===== src/rtl/mips_pkg.sv =====
// Shared MIPS front-end types: machine word and the prefetch entry carried
// from the instruction-memory response side to the IF/DEC register.
package mips_pkg;

    typedef logic [31:0] word_t;

    localparam int unsigned INSTR_BYTES = 4;

    typedef struct packed {
        word_t instr;
        word_t pc;
    } fetch_entry_t;

endpackage


===== src/rtl/fetch_fifo.sv =====
// Small circular prefetch buffer with synchronous clear; push while full is
// legal only together with a pop in the same cycle.
module fetch_fifo
    import mips_pkg::*;
#(
    parameter int unsigned DEPTH = 2,
    parameter type entry_t = fetch_entry_t
) (
    input  logic                         clk,
    input  logic                         reset,
    input  logic                         clear,
    input  logic                         push,
    input  entry_t                       push_data,
    input  logic                         pop,
    output entry_t                       pop_data,
    output logic [$clog2(DEPTH+1)-1:0]   count,
    output logic                         empty,
    output logic                         full
);

    localparam int unsigned PTR_W = (DEPTH > 1) ? $clog2(DEPTH) : 1;
    localparam int unsigned CNT_W = $clog2(DEPTH + 1);

    entry_t           mem [DEPTH];
    logic [PTR_W-1:0] wr_ptr;
    logic [PTR_W-1:0] rd_ptr;
    logic             do_push;
    logic             do_pop;

    function automatic logic [PTR_W-1:0] next_ptr(input logic [PTR_W-1:0] p);
        return (p == PTR_W'(DEPTH - 1)) ? '0 : p + PTR_W'(1);
    endfunction

    assign empty    = (count == '0);
    assign full     = (count == CNT_W'(DEPTH));
    assign do_pop   = pop && !empty;
    assign do_push  = push && (!full || do_pop);
    assign pop_data = mem[rd_ptr];

    always_ff @(posedge clk or posedge reset) begin
        if (reset) begin
            wr_ptr <= '0;
            rd_ptr <= '0;
            count  <= '0;
        end else if (clear) begin
            wr_ptr <= '0;
            rd_ptr <= '0;
            count  <= '0;
        end else begin
            if (do_push) wr_ptr <= next_ptr(wr_ptr);
            if (do_pop)  rd_ptr <= next_ptr(rd_ptr);
            count <= count + CNT_W'(do_push) - CNT_W'(do_pop);
        end
    end

    // Storage needs no reset: the count alone says which slots are live.
    always_ff @(posedge clk) begin
        if (do_push && !clear) mem[wr_ptr] <= push_data;
    end

endmodule


===== src/rtl/fetch_stage.sv =====
// MIPS instruction-fetch stage: PC generation, credit-limited imem requests,
// prefetch FIFO and IF/DEC register. Optional perf counters: FETCH_PERF_CNT_EN.
module fetch_stage
    import mips_pkg::*;
#(
    parameter logic [31:0] RESET_PC   = 32'h0000_0000,
    parameter int unsigned FIFO_DEPTH = 2
) (
    input  logic        clk,
    input  logic        reset,
    input  logic        stall_IF,
    input  logic        stall_DEC,
    input  logic        redirect_EXE,
    input  logic [31:0] redirect_pc_EXE,
    output logic        imem_req_valid,
    output logic [31:0] imem_req_addr,
    input  logic        imem_req_ready,
    input  logic        imem_rsp_valid,
    input  logic [31:0] imem_rsp_data,
    output logic [31:0] instr_DEC,
    output logic [31:0] pc_DEC,
    output logic        valid_DEC
`ifdef FETCH_PERF_CNT_EN
    ,
    output logic [31:0] perf_fetched,
    output logic [31:0] perf_dropped
`endif
);

    localparam int unsigned CNT_W = $clog2(FIFO_DEPTH + 1);
    localparam int unsigned SUM_W = CNT_W + 1;

    word_t            pc;
    word_t            rsp_pc;
    logic [CNT_W-1:0] outstanding;
    logic [CNT_W-1:0] drop_cnt;
    logic [CNT_W-1:0] fifo_count;
    logic             fifo_empty;
    logic             fifo_full;
    logic             req_fire;
    logic             rsp_drop;
    logic             fifo_push;
    logic             fifo_pop;
    fetch_entry_t     push_entry;
    fetch_entry_t     pop_entry;

    // Every in-flight request already owns a FIFO slot, so responses never overflow.
    assign imem_req_valid = !reset && !stall_IF && !redirect_EXE &&
                            ((SUM_W'(outstanding) + SUM_W'(fifo_count)) < SUM_W'(FIFO_DEPTH));
    assign imem_req_addr  = pc;
    assign req_fire       = imem_req_valid && imem_req_ready;

    assign rsp_drop   = imem_rsp_valid && (redirect_EXE || (drop_cnt != '0));
    assign fifo_push  = imem_rsp_valid && !rsp_drop;
    assign fifo_pop   = !stall_DEC && !redirect_EXE && !fifo_empty;
    assign push_entry = '{instr: imem_rsp_data, pc: rsp_pc};

    fetch_fifo #(
        .DEPTH   (FIFO_DEPTH),
        .entry_t (fetch_entry_t)
    ) u_fifo (
        .clk       (clk),
        .reset     (reset),
        .clear     (redirect_EXE),
        .push      (fifo_push),
        .push_data (push_entry),
        .pop       (fifo_pop),
        .pop_data  (pop_entry),
        .count     (fifo_count),
        .empty     (fifo_empty),
        .full      (fifo_full)
    );

    a_no_overflow: assert property (@(posedge clk) disable iff (reset)
        !(fifo_push && fifo_full && !fifo_pop));

    // PC, response tagging and in-flight bookkeeping.
    always_ff @(posedge clk or posedge reset) begin
        if (reset) begin
            pc          <= RESET_PC;
            rsp_pc      <= RESET_PC;
            outstanding <= '0;
            drop_cnt    <= '0;
        end else begin
            if (redirect_EXE)  pc <= redirect_pc_EXE;
            else if (req_fire) pc <= pc + 32'(INSTR_BYTES);

            if (redirect_EXE)   rsp_pc <= redirect_pc_EXE;
            else if (fifo_push) rsp_pc <= rsp_pc + 32'(INSTR_BYTES);

            outstanding <= outstanding + CNT_W'(req_fire) - CNT_W'(imem_rsp_valid);

            // Responses still in flight at a redirect belong to the wrong path.
            if (redirect_EXE)
                drop_cnt <= outstanding - CNT_W'(imem_rsp_valid);
            else if (imem_rsp_valid && (drop_cnt != '0))
                drop_cnt <= drop_cnt - CNT_W'(1);
        end
    end

    // IF/DEC pipeline register.
    always_ff @(posedge clk or posedge reset) begin
        if (reset) begin
            instr_DEC <= '0;
            pc_DEC    <= '0;
            valid_DEC <= 1'b0;
        end else if (redirect_EXE) begin
            valid_DEC <= 1'b0;
        end else if (!stall_DEC) begin
            if (!fifo_empty) begin
                instr_DEC <= pop_entry.instr;
                pc_DEC    <= pop_entry.pc;
                valid_DEC <= 1'b1;
            end else begin
                valid_DEC <= 1'b0;
            end
        end
    end

`ifdef FETCH_PERF_CNT_EN
    // Dropped work covers filtered responses and FIFO entries flushed by a redirect.
    always_ff @(posedge clk or posedge reset) begin
        if (reset) begin
            perf_fetched <= '0;
            perf_dropped <= '0;
        end else begin
            if (fifo_push) perf_fetched <= perf_fetched + 32'd1;
            perf_dropped <= perf_dropped + 32'(rsp_drop) +
                            (redirect_EXE ? 32'(fifo_count) : 32'd0);
        end
    end
`endif

endmodule


===== config.mk =====
export PLATFORM = sky130hd
export DESIGN_NAME = fetch_stage
export DESIGN_NICKNAME = d
export VERILOG_FILES = /design/src/rtl/mips_pkg.sv /design/src/rtl/fetch_fifo.sv /design/src/rtl/fetch_stage.sv
export SDC_FILE = /design/constraint.sdc
export NUM_CORES = 1
export LEC_CHECK = 0
export BUFFER_PORTS_ARGS = -buffer_cell sky130_fd_sc_hd__buf_2
export CAP_MARGIN = 30
export CORE_MARGIN = 1
export CORE_UTILIZATION = 45
export DETAILED_ROUTE_END_ITERATION = 8
export GPL_ROUTABILITY_DRIVEN = 0
export PLACE_DENSITY = 0.66
export SLEW_MARGIN = 20
export SYNTH_ARGS = -nofsm -noshare
export SYNTH_HDL_FRONTEND = slang
export SYNTH_SLANG_ARGS = --single-unit

===== constraint.sdc =====
create_clock -name clk -period 21.8 [get_ports clk]
set_input_delay 1.09 -clock clk [delete_from_list [all_inputs] [get_ports clk]]
set_output_delay 1.09 -clock clk [all_outputs]
set_load 0.02 [all_outputs]

==> results.ini <==
[clock_tree]
cts_buffers = 28
cts_max_path_buffers = 3
clock_latency_ns = 0.53
htreeDepth = 1
post_cts_buffers = 0
cts_hold_buffers = 0
clk_pin_slew_ns = 0.05
cts.sinks = 265
root_buffer = clkbuf_16
cts_resized = 0
cts_tree = yes

[die]
core-area_sq_um = 23500
rows = 56
initial_core_util_pct = 46.0
die_area_sq_um = 24600
boundaryPins = 169
die_w_um = 157
fp.dieH_um = 157

[timing]
min_period_over_period_pct = 15.7
rsz0062_at_grt = false
slew_violations = 0
setup_ws_ns = 18.37
tns_ns = 0
fmax_ghz = 0.292
setup_viol = 0
whs_ns = 0.466
hold_viol = 0
worstMarginPinSlew_ns = 0.903
fin_crit_ns = 3.43
skew_ns = 0.0169
max_slew_margin_pct = 39.8

[run]
maxCapViolCount = 0

[critical_path]
crit_path_max_incr_delay_ns = 0.58
critical_path_required_ns = 20.71
critPathTopFamily = simple AND/OR/NAND/NOR gates
crit_path_start_kind = input pin
crit_buf_inv = 3
cpMostUsedCell = buf_2
worst_ep_arrival_time_ns = 2.34
slowest_stage = or4_1
worst_setup_path_end_kind = output port
critPathKind = input pin to output port
crit_chain = buf_2, buf_4, or4_1, nor2_1, buf_2
crit_fanout = 77

[logic_synthesis]
synth.distinct_cells = 46
postSynthAreaPerCell_sq_um = 12.6
netlist_instances = 857
synth_nets = 937
synth-seq-cells = 265
syn-cell-area_sq_um = 10800
yosysSeqAreaShare_pct = 67.4
ys_warn_count = 0

[pwr]
power.clock.fraction_pct = 32.5
combPwrFrac_pct = 21.0
p_leak_nw = 5.19
p_seq_share_pct = 46.5
p_per_area_nw_per_um2 = 112
p_int_mw = 1.00
power_mw = 1.44
p_switching_uw = 438
ir_drop_uv = 57.2
switching_share_pct = 30.4

[outcome]
outcome = finished, final reports clean

[global_routing]
grt_pass1_vias = 6904
grt_max_degree = 86
grt_remaining_overflow = 0
antenna_found_initial = 0
grt_pass1_wl_mm = 36.2
track_usage_pct = 18.8

[cells_and_area]
syn_to_final_growth_pct = 19.4
final_cell_area_sq_um = 12900
n_fill_cell = 2036
layout_common_cells = buf_2 (168), dfrtp_1 (136), edfxtp_1 (128)
drive_gt1_share_pct = 22.2
final_common_cell = buf_2
diodes = 0
nNetsFinal = 1099

[min_path]
min_path_type = flip-flop to flip-flop

[placement]
place_area_sq_um = 12000
numPortBuffers = 168
place_hpwl_mm = 14.4
place_ws_ns = 18.07

[route]
detailroute.via_count = 7146
wl_per_cell_um = 16.6
avgViaCountPerCell = 5.26
first_pass_iters = 5
drtAntennaViolNets = 0
routed_wl_mm = 22.5
drc = 0
drt_iter0_markers = 408

[registers in the layout (all words and copies together) (netlist names)]
| name | cells |
|---|---|
| instr_DEC | 32 |
| u_fifo.wr_ptr | 1 |
| valid_DEC | 1 |
| outstanding | 2 |
| drop_cnt | 2 |
| rsp_pc | 32 |
| pc_DEC | 32 |
| u_fifo.mem | 128 |
| u_fifo.rd_ptr | 1 |
| u_fifo.count | 2 |
| imem_req_addr | 32 |
[cell families (layout without fill, tap and decap cells)]
| family | Yosys count | count (layout) | share of synthesized area, % |
|---|---|---|---|
| fa+ha+maj | 9 | 9 | 1.11 |
| xor+xnor | 37 | 37 | 3.00 |
| buf+inv | 67 | 250 | 2.47 |
| simple gates | 254 | 254 | 11.4 |
| compound gates | 157 | 157 | 8.28 |
| flops | 265 | 265 | 67.4 |
| mux | 68 | 68 | 6.33 |
[metal layers]
metal | vias to the layer above | global-route usage [%] | part of all wire (%)
met4 | 0 | 4.72 | 1.5
met5 | - | 0 | 0
met3 | 26 | 3.24 | 6.2
met2 | 248 | 29.3 | 46
met1 | 3436 | 27.1 | 47
li1 | 3436 | - | -
[synth_stat cells, drive strengths merged]
master / instances / area [sq um]
inv: 21 / 78.8
or4: 3 / 22.5
fa: 1 / 20.0
nor4: 8 / 50.1
o31a: 2 / 17.5
a31oi: 4 / 25.0
a41oi: 3 / 26.3
and4: 9 / 78.8
a21oi: 6 / 30.0
or2: 1 / 6.26
or4b: 1 / 10.0
o211a: 1 / 10.0
a211oi: 1 / 7.51
and2: 3 / 18.8
xnor2: 25 / 219
xor2: 12 / 105
nor2: 23 / 86.3
clkinv: 1 / 3.75
clkbuf: 28 / 106
mux2: 2 / 22.5
and3: 8 / 50.1
nor4b: 1 / 15.0
buf: 17 / 77.6
o211ai: 17 / 128
nand3b: 1 / 7.51
nor3: 7 / 46.3
edfxtp: 128 / 3840
o21ai: 114 / 571
o311ai: 9 / 78.8
nand4: 24 / 165
nand2: 127 / 477
nor2b: 1 / 6.26
nand2b: 1 / 6.26
or3: 5 / 31.3
mux2i: 66 / 661
nand3: 31 / 155
ha: 8 / 100
dfrtp: 137 / 3430
[power groups by stage]
| stage | registers, mW | logic (mW) | clock network [mW] |
|---|---|---|---|
| after floorplan | 0.749 | 0.123 | 0 |
| after global placement | 0.678 | 0.298 | 0 |
| after detailed placement | 0.682 | 0.307 | 0 |
| after CTS | 0.673 | 0.308 | 0.480 |
| after global routing | 0.685 | 0.336 | 0.500 |
| final | 0.672 | 0.302 | 0.469 |
[final timing paths]
check                           startpoint              to  slack, ns  depth (start not counted)
setup / recovery              redirect_EXE  imem_req_valid      18.37                          5
hold / removal                   pc_DEC[2]       pc_DEC[2]       0.47                          2
setup reg to reg           u_fifo.count[0]  outstanding[1]      18.51                         12
hold reg to reg                  pc_DEC[2]       pc_DEC[2]       0.47                          2
max in group asynchronous            reset      pc_DEC[23]      19.79                          3
min in group asynchronous            reset  outstanding[0]       0.75                          2
[final cells by class]
cell class | count | area [sq um] | area share (%)
Tap cell | 319 | 399 | 3.10
Sequential cell | 265 | 7280 | 56.4
Inverter | 22 | 87.6 | 0.679
Multi-Input combinational cell | 525 | 3280 | 25.4
Timing Repair Buffer | 177 | 928 | 7.20
Clock buffer | 40 | 817 | 6.34
Clock inverter | 11 | 104 | 0.806
[per-stage QoR]
stage | instances | utilization (%)
global placement | 1306 | 50.8
detailed placement | 1308 | 51.0
global route | 1359 | 54.9
CTS | 1359 | 54.9
finish | 1359 | 54.9
floorplan | 857 | -
[worst reg2reg max path: stages (launching register included)]
cell and delay, ns:
dfrtp_1 0.39, inv_1 0.09, nor2_1 0.14, fa_1 0.46, or4b_1 0.58, nor3_4 0.12
buf_4 0.29, inv_2 0.25, ha_1 0.34, inv_1 0.04, ha_1 0.18, xnor2_1 0.18
xnor2_1 0.14
Power figures use the tool's default switching activity.
